--- config.mk ---
export PLATFORM = sky130hd
export DESIGN_NAME = ic_req_upload
export DESIGN_NICKNAME = d
export VERILOG_FILES = /design/src/rtl/ic_req_upload.sv
export SDC_FILE = /design/constraint.sdc
export NUM_CORES = 1
export LEC_CHECK = 0
export BUFFER_PORTS_ARGS = -buffer_cell sky130_fd_sc_hd__buf_2
export CAP_MARGIN = 20
export CORE_MARGIN = 2
export CORE_UTILIZATION = 49
export DETAILED_ROUTE_END_ITERATION = 10
export GPL_TIMING_DRIVEN = 0
export PLACE_DENSITY = 0.88
export SYNTH_ARGS = -nofsm -noshare
export SYNTH_HDL_FRONTEND = slang
export SYNTH_SLANG_ARGS = --single-unit
export TNS_END_PERCENT = 5
--- constraint.sdc ---
create_clock -name clk -period 1.1 [get_ports clk]
set_input_delay 0.055 -clock clk [delete_from_list [all_inputs] [get_ports clk]]
set_output_delay 0.055 -clock clk [all_outputs]
set_load 0.01 [all_outputs]
--- src/rtl/ic_req_upload.sv ---
// Instruction-cache request upload serializer: one 48-bit request message is
// buffered and drained as head/body/tail 16-bit flits toward the request FIFO.
module ic_req_upload (
  input  logic        clk,
  input  logic        rst,
  input  logic [47:0] ic_flits_req,
  input  logic        v_ic_flits_req,
  input  logic        req_fifo_rdy,
  output logic [15:0] ic_flit_out,
  output logic        v_ic_flit_out,
  output logic [1:0]  ic_ctrl_out,
  output logic        ic_req_upload_state
);

  typedef enum logic {
    IDLE = 1'b0,
    BUSY = 1'b1
  } state_e;

  localparam logic [1:0] CTRL_HEAD = 2'b01;
  localparam logic [1:0] CTRL_BODY = 2'b10;
  localparam logic [1:0] CTRL_TAIL = 2'b11;

  state_e      state_q, state_d;
  logic [1:0]  cnt_q, cnt_d;
  logic [47:0] msg_q, msg_d;

  // Handshake: a flit moves on any rising edge where v_ic_flit_out=1
  // (BUSY and req_fifo_rdy); otherwise the same flit is held stable.
  // Messages are captured only in IDLE, independent of req_fifo_rdy.
  always_ff @(posedge clk or negedge rst) begin
    if (!rst) begin
      state_q <= IDLE;
      cnt_q   <= 2'd0;
      msg_q   <= 48'h0;
    end else begin
      state_q <= state_d;
      cnt_q   <= cnt_d;
      msg_q   <= msg_d;
    end
  end

  always_comb begin
    state_d = state_q;
    cnt_d   = cnt_q;
    msg_d   = msg_q;
    case (state_q)
      IDLE: begin
        if (v_ic_flits_req) begin
          msg_d   = ic_flits_req;
          cnt_d   = 2'd0;
          state_d = BUSY;
        end
      end
      BUSY: begin
        if (req_fifo_rdy) begin
          // cnt=3 cannot occur, but is retired as a tail if it ever does
          if (cnt_q >= 2'd2) begin
            state_d = IDLE;
            cnt_d   = 2'd0;
            msg_d   = 48'h0;
          end else begin
            cnt_d = cnt_q + 2'd1;
          end
        end
      end
      default: state_d = IDLE;
    endcase
  end

  always_comb begin
    ic_flit_out         = 16'h0000;
    ic_ctrl_out         = CTRL_HEAD;
    v_ic_flit_out       = 1'b0;
    ic_req_upload_state = state_q;
    if (state_q == BUSY) begin
      v_ic_flit_out = req_fifo_rdy;
      case (cnt_q)
        2'd0: begin
          ic_flit_out = msg_q[47:32];
          ic_ctrl_out = CTRL_HEAD;
        end
        2'd1: begin
          ic_flit_out = msg_q[31:16];
          ic_ctrl_out = CTRL_BODY;
        end
        default: begin
          ic_flit_out = msg_q[15:0];
          ic_ctrl_out = CTRL_TAIL;
        end
      endcase
    end
  end

endmodule

== Yosys cells after proc, flatten, opt, wreduce, memory -nomap -nowiden ==
Index checks and enable logic that the tools add are counted.

* Bitwise operators: 1
* Order comparisons: 1
* $add $sub $neg: 1
* Reductions and logical operators: 3
* Muxes and demuxes: 17
* Equal/unequal tests: 4

{| class="wikitable"
|+ Operator list
! kind !! number
|-
| $mux W48 || 3
|-
| $pmux W48 S2 || 1
|-
| $pmux W16 S2 || 1
|-
| $mux W16 || 1
|-
| $mux W2 || 4
|-
| $pmux W2 S2 || 2
|-
| $mux W1 || 4
|-
| $ne A2 B2 Y1 const B || 2
|-
| $reduce_and A3 Y1 || 1
|-
| $add A2 B1 Y2 const B || 1
|-
| $eq A2 B1 Y1 const B || 1
|-
| $ge A2 B2 Y1 const B || 1
|-
| $logic_not A2 Y1 || 1
|-
| $ne A2 B1 Y1 const B || 1
|-
| $pmux W1 S2 || 1
|-
| $reduce_and A2 Y1 || 1
|-
| $not A1 Y1 || 1
|}

* Input port bits: 52
* Register bits after elaboration: 51
* Word-level logic and storage cells: 30

== Logic depth before layout (Yosys ltp) ==
* Depth in word-level cells: 4
* Gate-level depth with buffers: 5
* Depth with buffers taken out: 2

== Worst setup path before layout ==
No wires, ideal clock.

* Kind: register -> output
* Start point: reg cnt_q[0]
* End point: out ic_flit_out[10]
* Path buffers: 1
* Arrival: 1,111 ps
* Path slack: -66 ps
* Cell stages (with the launch flop): 4
* Required time: 1,045 ps
* Path through: dfrtp_1 buf_6 mux2_4 o211a_1

* Word-level cells in the longest chain between the ends: 3
* Elaborated cells on any way between the ends: 4

{| class="wikitable"
|+ RTL lines
! element !! line !! RTL
|-
| start, declared || 25 || <nowiki>logic [1:0] cnt_q, cnt_d;</nowiki>
|-
| start signal, assigned || 38 || <nowiki>cnt_q <= cnt_d;</nowiki>
|-
| $eq A2 B1 Y1 or $logic_not A2 Y1 (tied branches) || 78 || <nowiki>case (cnt_q)</nowiki>
|-
| $pmux W16 S2 * || 78 ||
|-
| $mux W16 * || 76 || <nowiki>if (state_q == BUSY) begin</nowiki>
|-
| end, declared || 9 || <nowiki>output logic [15:0] ic_flit_out,</nowiki>
|}

Mark *: on every way between the ends. The rest lies on a longest branch, timed or not.

== Worst setup path in the final report ==
* Start point: reg cnt_q[0]
* End point: out ic_flit_out[7]

The elaborated chain is that of the path after synthesis.

==> impl_metrics.toml <==
[power_and_ir_drop]
p_sw_mw = 4.30
internal_power_mw = 6.25
pwr-share-clk_pct = 9.6
combPwrFrac_pct = 56.4
swShare_pct = 40.8
power.density_nw_per_um2 = 2830
vdd_drop_max_uv = 1280
seqPwrFrac_pct = 34.0
leakagePower_nw = 1.95

[cts]
cts_made_buffers = 5
clk_latency_ns = 0.31
cts_root_buf = "clkbuf_8"
htree_levels = 2
ctsLongestPathBuffers = 2
cts_tree = "done"
clk_pin_slew_ns = 0.09
cts_sinks = 51

[setup_path]
arrival_ns = 1.60
slowest_delay_ns = 0.45
cp-start-kind = "flip-flop"
cp_top_family = "flip-flops"
crit_type = "flip-flop to output pin"
critPathSlowestCell = "dfrtp_2"
worstPathMaxFanout = 10
timing.critical_path.from = "cnt_q[0]"
cp_num_buf_inv = 2
worstPathRequired_ns = 1.04
worstPathCellList = "buf_12 -> mux2_4 -> o211a_1 -> buf_2"
end_kind = "output pin"
r2r-start = "cnt_q[1]"

[hold_path]
hold_path.startpoint = "ic_flits_req[21]"
hold_path_class = "input pin to flip-flop"

[run_status]
status = "complete, but fails checks"
violations = "negative setup slack"

[sta]
min_period_ns = 1.65
layout_setup_ws_ns = -0.553
worstMarginPinSlew_ns = 0.410
max_freq_ghz = 0.605
hold_violations = 0
rsz0062_at_grt = "true"
setup_viol = 29
post-route-period-util_pct = 150
fin_skew_ns = 0.00655
final_max_slew_viol_count = 0
slew_headroom_pct = 72.7

[placement]
place_ws_ns = -0.319
post_dp_cell_area_um2 = 3470
dp_hpwl_um = 5800
numPortBuffers = 70
gp_congestion = 0.884

[logic_synthesis]
async_reset_ff_share_pct = 100
ys_ff_latch = 51
yosys-top-cells-area = "dfrtp_1, mux2i_1, o22ai_1, mux2_4, nand2_1"
ys_seq_area_share_pct = 42.1
synth_edf_count = 0
syn_inst = 288
yosysTopAreaCellShare_pct = 42.1
synth_common_cells = "dfrtp_1, mux2i_1, nand2_1, o22ai_1"
yosysWarnings = 0
synth.largest_area_cell = "dfrtp_1"
synthMostInstantiatedCell = "dfrtp_1"
synth.avg_cell_area_um2 = 10.5
ys_types = 23
synthFlopType = "dfrtp_1"
netlist_area_um2 = 3030
synth_nets = 340

[cells_and_area]
antenna_cells = 0
syn_to_final_growth_pct = 23.1
nNetsFinal = 420
drive_gt1_share_pct = 37.6
design_area_um2 = 3730

[routing]
routedWlPerCell_um = 18.1
first_pass_iters = 5
viasPerCell = 5.90
first_iter_violations = 165
ant_nets = 0
wl_um = 8020
drc = 0
via_count = 2607

[global_routing]
track_usage_pct = 24.2
grt_pass1_wl_um = 12300
grt_pass1_vias = 2521
antenna_found_initial = 0
grt_max_degree = 52
grt_overflow = 0

[floorplanning]
core_area_um2 = 5960
io_pins = 72
die_h_um = 82.6
rows = 28
die-area_um2 = 6830
start_util_pct = 50.9
die_width_um = 82.6

[flow_run]
max_cap_violations = 0
-- power groups by stage --
stage | Sequential (mW) | Clock [mW] | Combinational, mW
6_report | 3.58 | 1.02 | 5.95
5_1_grt | 3.69 | 1.07 | 6.42
4_1_cts | 3.56 | 1.03 | 5.69
3_5_place_dp | 3.58 | 0 | 5.40
3_3_place_gp | 3.51 | 0 | 5.21
2_1_floorplan | 3.29 | 0 | 3.95
-- worst reg2reg max path, cell delays in order (launching register included) --
cell	delay (ns)
dfrtp_1	0.39
and2_1	0.14
buf_2	0.14
buf_6	0.15
buf_8	0.15
o22ai_1	0.12
-- layer usage --
metal / track usage, % / wire [um] / vias to the layer above
met4: 6.39 / 133 / 0
met5: 0 / 0 / -
li1: - / - / 1211
met1: 30.7 / 3350 / 1269
met2: 41.9 / 4030 / 113
met3: 5.00 / 502 / 14
-- registers in the layout, summed over array words and instances, names as in the netlist --
name,cells
msg_q,48
cnt_q,2
ic_req_upload_state,1
-- cell usage in the layout, fill, tap and decap left out, types with 3 or more instances in the layout --
cell and instances:
buf_2 74, dfrtp_1 49, mux2i_1 48, nand2_1 48
o22ai_1 36, o211a_1 16, buf_4 15, mux2_4 14
nand2b_1 12, o22ai_2 12, buf_6 7, clkbuf_8 5
or2b_1 4, nand3b_1 3
-- cell type report --
cell class / instances / area (um^2)
repair buffers: 73 / 394
plain buffers: 31 / 258
well taps: 75 / 93.8
flip-flops and latches: 51 / 1280
multi-input cells: 206 / 1630
fillers: 507 / 2230
clock buffers: 6 / 72.6
-- metrics by stage --
step	util, %	hold WS (ns)	TNS [ns]	total power [mW]	instances
floorplan	-	-0.241	-0.778	7.25	288
global placement	58.3	0.326	-6.08	8.72	433
detailed placement	58.3	0.339	-8.51	8.98	433
CTS	61.0	0.0136	-9.70	10.3	440
global route	62.6	0.0684	-11.35	11.2	442
finish	62.6	0.0639	-9.77	10.6	442
-- worst paths after layout --
kind / to / slack [ns] / cells past startpoint
worst min register to register: msg_q[2] / 0.57 / 2
min in group asynchronous: msg_q[18] / 0.21 / 2
worst min-delay path: msg_q[21] / 0.06 / 3
worst max register to register: msg_q[40] / -0.06 / 5
worst max-delay path: ic_flit_out[7] / -0.55 / 4
max in group asynchronous: ic_req_upload_state / 0.34 / 3
-- kinds of logic (layout without fill, tap and decap cells) --
logic type | after synthesis | in the layout | share of synthesized area [%]
buffers and inverters | 31 | 110 | 6.48
muxes | 64 | 64 | 23.5
and+or+nand+nor | 76 | 76 | 12.3
DFF | 51 | 51 | 42.1
AOI/OAI and AO/OA | 66 | 66 | 15.6
-- repair_timing --
item / in CTS / in global routing
endpoints found under the setup margin: 70 / 65
endpoints found under the hold margin: 0 / 16
buffers inserted: 1 / 0
gates resized for setup: 23 / 21
hold buffers: 0 / 1
No activity file was read; power rests on OpenSTA's default activity.
